--- config.mk ---
export PLATFORM = sky130hd
export DESIGN_NAME = muldiv_ctrl
export DESIGN_NICKNAME = d
export VERILOG_FILES = /design/src/rtl/gemini_pkg.sv /design/src/rtl/div_iter_u32.sv /design/src/rtl/muldiv_ctrl.sv
export SDC_FILE = /design/constraint.sdc
export NUM_CORES = 2
export LEC_CHECK = 0
export ABC_AREA = 1
export CORE_MARGIN = 2
export CORE_UTILIZATION = 55
export DETAILED_ROUTE_END_ITERATION = 12
export PLACE_DENSITY = 0.72
export SKIP_CTS_REPAIR_TIMING = 1
export SLEW_MARGIN = 20
export SYNTH_ARGS = -nofsm -noshare
export SYNTH_HDL_FRONTEND = slang
export SYNTH_HIERARCHICAL = 1
export SYNTH_SLANG_ARGS = --single-unit
export TNS_END_PERCENT = 50
--- constraint.sdc ---
create_clock -name clk -period 23.2 [get_ports clk]
set_clock_uncertainty 0.05 [all_clocks]
set_input_delay 4.64 -clock clk [delete_from_list [all_inputs] [get_ports clk]]
set_output_delay 4.64 -clock clk [all_outputs]
set_load 0.1 [all_outputs]
--- src/rtl/gemini_pkg.sv ---
// Shared multiply/divide encodings, FSM states and arithmetic helpers for the Gemini EX stage.
package gemini_pkg;

    localparam int unsigned XLEN = 32;

    typedef enum logic [2:0] {
        MD_NONE  = 3'b000,
        MD_MULT  = 3'b001,
        MD_MULTU = 3'b010,
        MD_DIV   = 3'b011,
        MD_DIVU  = 3'b100
    } md_op_e;

    // State names carry ST_ so they stay distinct from the MD_DIV opcode.
    typedef enum logic [1:0] {
        MD_ST_IDLE = 2'b00,
        MD_ST_MUL  = 2'b01,
        MD_ST_DIV  = 2'b10,
        MD_ST_DONE = 2'b11
    } md_state_e;

    function automatic logic [2*XLEN-1:0] md_mul64(input logic sgn,
                                                   input logic [XLEN-1:0] a,
                                                   input logic [XLEN-1:0] b);
        logic [2*XLEN-1:0] ea;
        logic [2*XLEN-1:0] eb;
        ea = sgn ? {{XLEN{a[XLEN-1]}}, a} : {{XLEN{1'b0}}, a};
        eb = sgn ? {{XLEN{b[XLEN-1]}}, b} : {{XLEN{1'b0}}, b};
        return ea * eb;
    endfunction

    function automatic logic [XLEN-1:0] md_abs(input logic sgn, input logic [XLEN-1:0] x);
        return (sgn && x[XLEN-1]) ? (~x + XLEN'(1)) : x;
    endfunction

endpackage

--- src/rtl/div_iter_u32.sv ---
// Unsigned radix-2 restoring divider; the first iteration happens on the start edge, 32 in total.
module div_iter_u32
    import gemini_pkg::*;
(
    input  logic            clk,
    input  logic            resetn,
    input  logic            start,
    input  logic [XLEN-1:0] dividend,
    input  logic [XLEN-1:0] divisor,
    output logic            busy,
    output logic            done,
    output logic [XLEN-1:0] quotient,
    output logic [XLEN-1:0] remainder
);

    localparam int unsigned CNT_W = 5;

    logic [XLEN-1:0]  r_rem;
    logic [XLEN-1:0]  r_quo;
    logic [XLEN-1:0]  r_div;
    logic [CNT_W-1:0] r_cnt;
    logic             r_busy;
    logic             r_done;

    logic [XLEN-1:0]  w_rem_src;
    logic [XLEN-1:0]  w_quo_src;
    logic [XLEN-1:0]  w_div_src;
    logic [XLEN:0]    w_shift;
    logic [XLEN:0]    w_diff;
    logic             w_ge;
    logic [XLEN-1:0]  w_rem_next;
    logic [XLEN-1:0]  w_quo_next;

    // One restoring step, fed from the fresh operands on start so no cycle is lost.
    assign w_rem_src  = start ? '0       : r_rem;
    assign w_quo_src  = start ? dividend : r_quo;
    assign w_div_src  = start ? divisor  : r_div;
    assign w_shift    = {w_rem_src, w_quo_src[XLEN-1]};
    assign w_diff     = w_shift - {1'b0, w_div_src};
    assign w_ge       = ~w_diff[XLEN];
    assign w_rem_next = w_ge ? w_diff[XLEN-1:0] : w_shift[XLEN-1:0];
    assign w_quo_next = {w_quo_src[XLEN-2:0], w_ge};

    always_ff @(posedge clk) begin
        if (!resetn) begin
            r_rem  <= '0;
            r_quo  <= '0;
            r_div  <= '0;
            r_cnt  <= '0;
            r_busy <= 1'b0;
            r_done <= 1'b0;
        end else if (start) begin
            r_rem  <= w_rem_next;
            r_quo  <= w_quo_next;
            r_div  <= divisor;
            r_cnt  <= CNT_W'(1);
            r_busy <= 1'b1;
            r_done <= 1'b0;
        end else if (r_busy) begin
            r_rem  <= w_rem_next;
            r_quo  <= w_quo_next;
            r_cnt  <= r_cnt + CNT_W'(1);
            if (r_cnt == {CNT_W{1'b1}}) begin
                r_busy <= 1'b0;
                r_done <= 1'b1;
            end
        end else begin
            r_done <= 1'b0;
        end
    end

    assign busy      = r_busy;
    assign done      = r_done;
    assign quotient  = r_quo;
    assign remainder = r_rem;

endmodule

--- src/rtl/muldiv_ctrl.sv ---
// EX-stage multiply/divide sequencer: stalls EX while running and pulses a registered {HI,LO} result.
module muldiv_ctrl
    import gemini_pkg::*;
#(
    parameter int unsigned MUL_LAT = 2
) (
    input  logic                clk,
    input  logic                resetn,
    input  logic                ex_valid,
    input  logic [2:0]          ex_op,
    input  logic [XLEN-1:0]     ex_src_a,
    input  logic [XLEN-1:0]     ex_src_b,
    input  logic                flush,
    output logic                stall_ex,
    output logic [2*XLEN-1:0]   result,
    output logic                result_valid
);

    localparam int unsigned MCNT_W   = 2;
    localparam logic [MCNT_W-1:0] MUL_LAST = MCNT_W'(MUL_LAT - 2);

    md_state_e         r_state;
    md_state_e         w_state_next;
    logic [2:0]        r_op;
    logic [XLEN-1:0]   r_a;
    logic [XLEN-1:0]   r_b;
    logic [MCNT_W-1:0] r_mcnt;
    logic [2*XLEN-1:0] r_result;
    logic              r_result_valid;

    logic              w_ex_legal;
    logic              w_ex_is_mul;
    logic              w_accept;
    logic              w_div_start;
    logic              w_load_result;
    logic [2*XLEN-1:0] w_result_next;

    logic              w_in_idle;
    logic [XLEN-1:0]   w_mul_a;
    logic [XLEN-1:0]   w_mul_b;
    logic              w_mul_sgn;
    logic [2*XLEN-1:0] w_mul_prod;

    logic              w_div_busy;
    logic              w_div_done;
    logic [XLEN-1:0]   w_div_quo;
    logic [XLEN-1:0]   w_div_rem;
    logic              w_div_sgn;
    logic [XLEN-1:0]   w_quo_fix;
    logic [XLEN-1:0]   w_rem_fix;
    logic [2*XLEN-1:0] w_div_res;

    assign w_ex_legal  = ex_valid && (ex_op inside {MD_MULT, MD_MULTU, MD_DIV, MD_DIVU});
    assign w_ex_is_mul = (ex_op == MD_MULT) || (ex_op == MD_MULTU);

    // A single multiplier serves both the single-cycle path (live operands) and the latched path.
    assign w_in_idle  = (r_state == MD_ST_IDLE);
    assign w_mul_a    = w_in_idle ? ex_src_a : r_a;
    assign w_mul_b    = w_in_idle ? ex_src_b : r_b;
    assign w_mul_sgn  = w_in_idle ? (ex_op == MD_MULT) : (r_op == MD_MULT);
    assign w_mul_prod = md_mul64(w_mul_sgn, w_mul_a, w_mul_b);

    div_iter_u32 u_div (
        .clk       (clk),
        .resetn    (resetn),
        .start     (w_div_start),
        .dividend  (md_abs(ex_op == MD_DIV, ex_src_a)),
        .divisor   (md_abs(ex_op == MD_DIV, ex_src_b)),
        .busy      (w_div_busy),
        .done      (w_div_done),
        .quotient  (w_div_quo),
        .remainder (w_div_rem)
    );

    // Signed fixup; divide-by-zero bypasses it and returns the raw dividend in HI.
    assign w_div_sgn = (r_op == MD_DIV);
    assign w_quo_fix = (w_div_sgn && (r_a[XLEN-1] ^ r_b[XLEN-1])) ? (~w_div_quo + XLEN'(1)) : w_div_quo;
    assign w_rem_fix = (w_div_sgn && r_a[XLEN-1]) ? (~w_div_rem + XLEN'(1)) : w_div_rem;
    assign w_div_res = (r_b == '0) ? {r_a, {XLEN{1'b1}}} : {w_rem_fix, w_quo_fix};

    always_comb begin
        w_state_next  = r_state;
        w_accept      = 1'b0;
        w_div_start   = 1'b0;
        w_load_result = 1'b0;
        w_result_next = r_result;
        stall_ex      = 1'b0;
        case (r_state)
            MD_ST_IDLE: begin
                if (w_ex_legal && !flush) begin
                    w_accept = 1'b1;
                    stall_ex = 1'b1;
                    if (w_ex_is_mul) begin
                        if (MUL_LAT == 1) begin
                            w_state_next  = MD_ST_DONE;
                            w_load_result = 1'b1;
                            w_result_next = w_mul_prod;
                        end else begin
                            w_state_next = MD_ST_MUL;
                        end
                    end else begin
                        w_state_next = MD_ST_DIV;
                        w_div_start  = 1'b1;
                    end
                end
            end
            MD_ST_MUL: begin
                stall_ex = 1'b1;
                if (r_mcnt == MUL_LAST) begin
                    w_state_next  = MD_ST_DONE;
                    w_load_result = 1'b1;
                    w_result_next = w_mul_prod;
                end
            end
            MD_ST_DIV: begin
                stall_ex = 1'b1;
                if (w_div_done && !w_div_busy) begin
                    w_state_next  = MD_ST_DONE;
                    w_load_result = 1'b1;
                    w_result_next = w_div_res;
                end
            end
            MD_ST_DONE: begin
                w_state_next = MD_ST_IDLE;
            end
            default: begin
                w_state_next = MD_ST_IDLE;
            end
        endcase
        if (flush) begin
            w_state_next  = MD_ST_IDLE;
            w_load_result = 1'b0;
            stall_ex      = 1'b0;
        end
        if (!resetn) begin
            stall_ex = 1'b0;
        end
    end

    always_ff @(posedge clk) begin
        if (!resetn) begin
            r_state        <= MD_ST_IDLE;
            r_op           <= '0;
            r_a            <= '0;
            r_b            <= '0;
            r_mcnt         <= '0;
            r_result       <= '0;
            r_result_valid <= 1'b0;
        end else begin
            r_state        <= w_state_next;
            r_result_valid <= w_load_result;
            if (w_load_result) begin
                r_result <= w_result_next;
            end
            if (w_accept) begin
                r_op   <= ex_op;
                r_a    <= ex_src_a;
                r_b    <= ex_src_b;
                r_mcnt <= '0;
            end else if (r_state == MD_ST_MUL) begin
                r_mcnt <= r_mcnt + MCNT_W'(1);
            end
        end
    end

    assign result       = r_result;
    assign result_valid = r_result_valid;

endmodule

==> metrics.yaml <==
ctsRootBufferMaster: "sky130_fd_sc_hd__clkbuf_16"
max_cap_violations: 0
detailroute.via_count: 55100
grt_overflow: 0
cts_tree: "done"
worst_margin_slew_ps: 1180
cts-buffers-inserted: 27
postSynthAreaPerCell_sq_um: 7.83
relSlewSlack_pct: 21.1
areaGrowthSynthToFinish_pct: 5.67
grt_pass1_wl_microns: 337000
ant_nets: 0
drt_iter0_drc: 5620
ctsHtreeMaxLevel: 1
grt_setup_unrepaired: "false"
die_area_sq_um: 121000
global_route_usage_sum_pct: 36.9
clock_latency_ps: 570
yosysWarnings: 6
pin_count: 137
hpwlAfterDp_microns: 181000
rows: 126
final_cell_mix: "sky130_fd_sc_hd__inv_1, sky130_fd_sc_hd__fa_1, sky130_fd_sc_hd__nand2_1, sky130_fd_sc_hd__nor2_1, sky130_fd_sc_hd__ha_1"
clock-sinks: 239
netlist_area_sq_um: 65000
worstSetupEndpointType: "flip-flop"
instances_no_fill: 9834
timing.hold.ws_ps: 421
yosys-top-cells-area: "sky130_fd_sc_hd__fa_1, sky130_fd_sc_hd__inv_1, sky130_fd_sc_hd__nand2_1"
synthesis.instances: 8299
cp.arrival_ps: 15720
timing.final.crit_period_ps: 15270
grt_start_max_net_pins: 82
mappedNetlistNets: 10100
synth_cell_types: 68
drt_wl_total_microns: 217000
fin_crit_sh_pct: 65.8
synth_enable_flop_cells: 0
post-synth-top-area-fraction_pct: 43.9
vertical_extent_of_the_die_microns: 348
clk_pin_slew_ps: 60
finalWeightedCongestion: 1.05
crit_required_ps: 23650
dp_cells: 9779
synthDominantAreaCellType: "sky130_fd_sc_hd__fa_1"
wl_per_cell_microns: 22.1
core-area_sq_um: 118000
cts.path.max_buffers: 3
layout.cells.most_common: "sky130_fd_sc_hd__inv_1"
final-setup-viol-count: 0
number_of_antenna_violations_at_the_first_check_in_global_routing: 10
vias_per_cell: 5.60
initial_utilization_pct: 55.2
buffer_ports.inserted: 136
hp-class: "flip-flop to flip-flop"
final_layout_size_suffix_gt1_share_pct: 4.15
status: "complete, no violations"
critical_path.slowest_cell: "sky130_fd_sc_hd__fa_1"
filler_cell_count: 10800
timing_worst_setup_path_type: "input port to flip-flop"
fin_setup_tns_ps: 0
synth_sequential_area_ratio_pct: 7.37
first_global_vias: 57000
path_max_fanout: 20
timing.final.max_slew_violations: 0
synth-async-reset-ratio_pct: 0
synth-seq-cells: 239
timing.critical_path.from_type: "input port"
fin_nets: 10100
number_of_endpoints_with_negative_hold_slack_in_the_final_report: 0
critical-path-top-cell-by-count: "sky130_fd_sc_hd__inv_1"
firstDrtPassIters: 6
drt_drc_violations_left: 0
slowest_delay_ps: 900
synth_top_flop_cell: "sky130_fd_sc_hd__dfxtp_1"
die-width_microns: 348
achievable-frequency_mhz: 65.5
-- layout make-up --
cell class                 instances  area [sq um]  area share (%)
timing repair buffer             237          2120            3.08
antenna                            5          12.5          0.0182
clock buffer                      39           801            1.17
inverter                        2181          8190            11.9
sequential                       239          4780            6.97
clock inverter                    11          95.1           0.139
tap                             1536          1920            2.80
multi-input combinational       5586         50700            73.9
-- stage by stage --
stage	setup WS [ps]	instance area [sq um]	utilization [%]
after CTS	8030	68600	58.3
after global routing	7290	68600	58.4
final	7930	68600	58.4
after detailed placement	7500	67700	57.6
after floorplan	9930	65000	-
after global placement	7600	67700	57.6
-- synth_stat cells, drive strengths merged (15+ instances only) --
library cell / n
nor3: 45
o221ai: 17
inv: 2172
o21ai: 357
xnor2: 36
a21o: 16
o21bai: 15
buf: 157
a21oi: 304
ha: 348
mux2i: 31
nand3: 240
nand3b: 15
xor2: 104
o211ai: 21
nand4: 35
nor4: 18
a31oi: 38
nor2: 1006
fa: 1424
dfxtp: 239
or2: 22
clkbuf: 133
nand2: 1452
-- sequential cells by signal, summed over array words and instances, names as in the netlist --
name,cells
u_div/done,1
result,64
r_b,32
r_mcnt,2
r_a,32
u_div/quotient,32
u_div/r_cnt,5
u_div/busy,1
u_div/remainder,32
r_op,3
r_state,2
u_div/r_div,32
result_valid,1
-- final timing paths --
| kind | depth (start not counted) | to | slack (ps) | startpoint |
|---|---|---|---|---|
| worst min-delay path | 2 | result[4] | 420 | result[4] |
| worst min register to register | 2 | result[4] | 420 | result[4] |
| worst max register to register | 40 | result[63] | 11180 | r_state[0] |
| worst max-delay path | 39 | result[63] | 7930 | ex_op[0] |
-- per-layer routing --
| metal | up-vias | track usage [%] | wire length, microns | part of all wire [%] |
|---|---|---|---|---|
| met4 | 2 | 20.9 | 15600 | 7.2 |
| li1 | 24300 | - | - | - |
| met3 | 646 | 5.33 | 21200 | 9.7 |
| met1 | 27300 | 49.7 | 83700 | 39 |
| met5 | - | 0 | 7 | 0.0032 |
| met2 | 2878 | 57.3 | 96800 | 45 |
-- critical path, delay by kind of cell --
family                     cells  cell delay, ps
AOI/OAI and AO/OA              1             130
adders and majority gates     11            5850
buffers and inverters         14            2570
and+or+nand+nor               13            2490
-- kinds of logic (layout without fill, tap and decap cells) --
family	after synthesis	after routing	synth area share, %
fa+ha+maj	1772	1772	50.6
mux	31	31	0.478
compound gates	807	807	7.06
other cells	0	5	0
simple gates	2836	2836	17.8
xor+xnor	140	140	1.89
buf+inv	2474	2468	14.8
flops	239	239	7.37
Power is not shown: default switching activity piles up to over one toggle a cycle in this logic, so the estimate is an artifact.
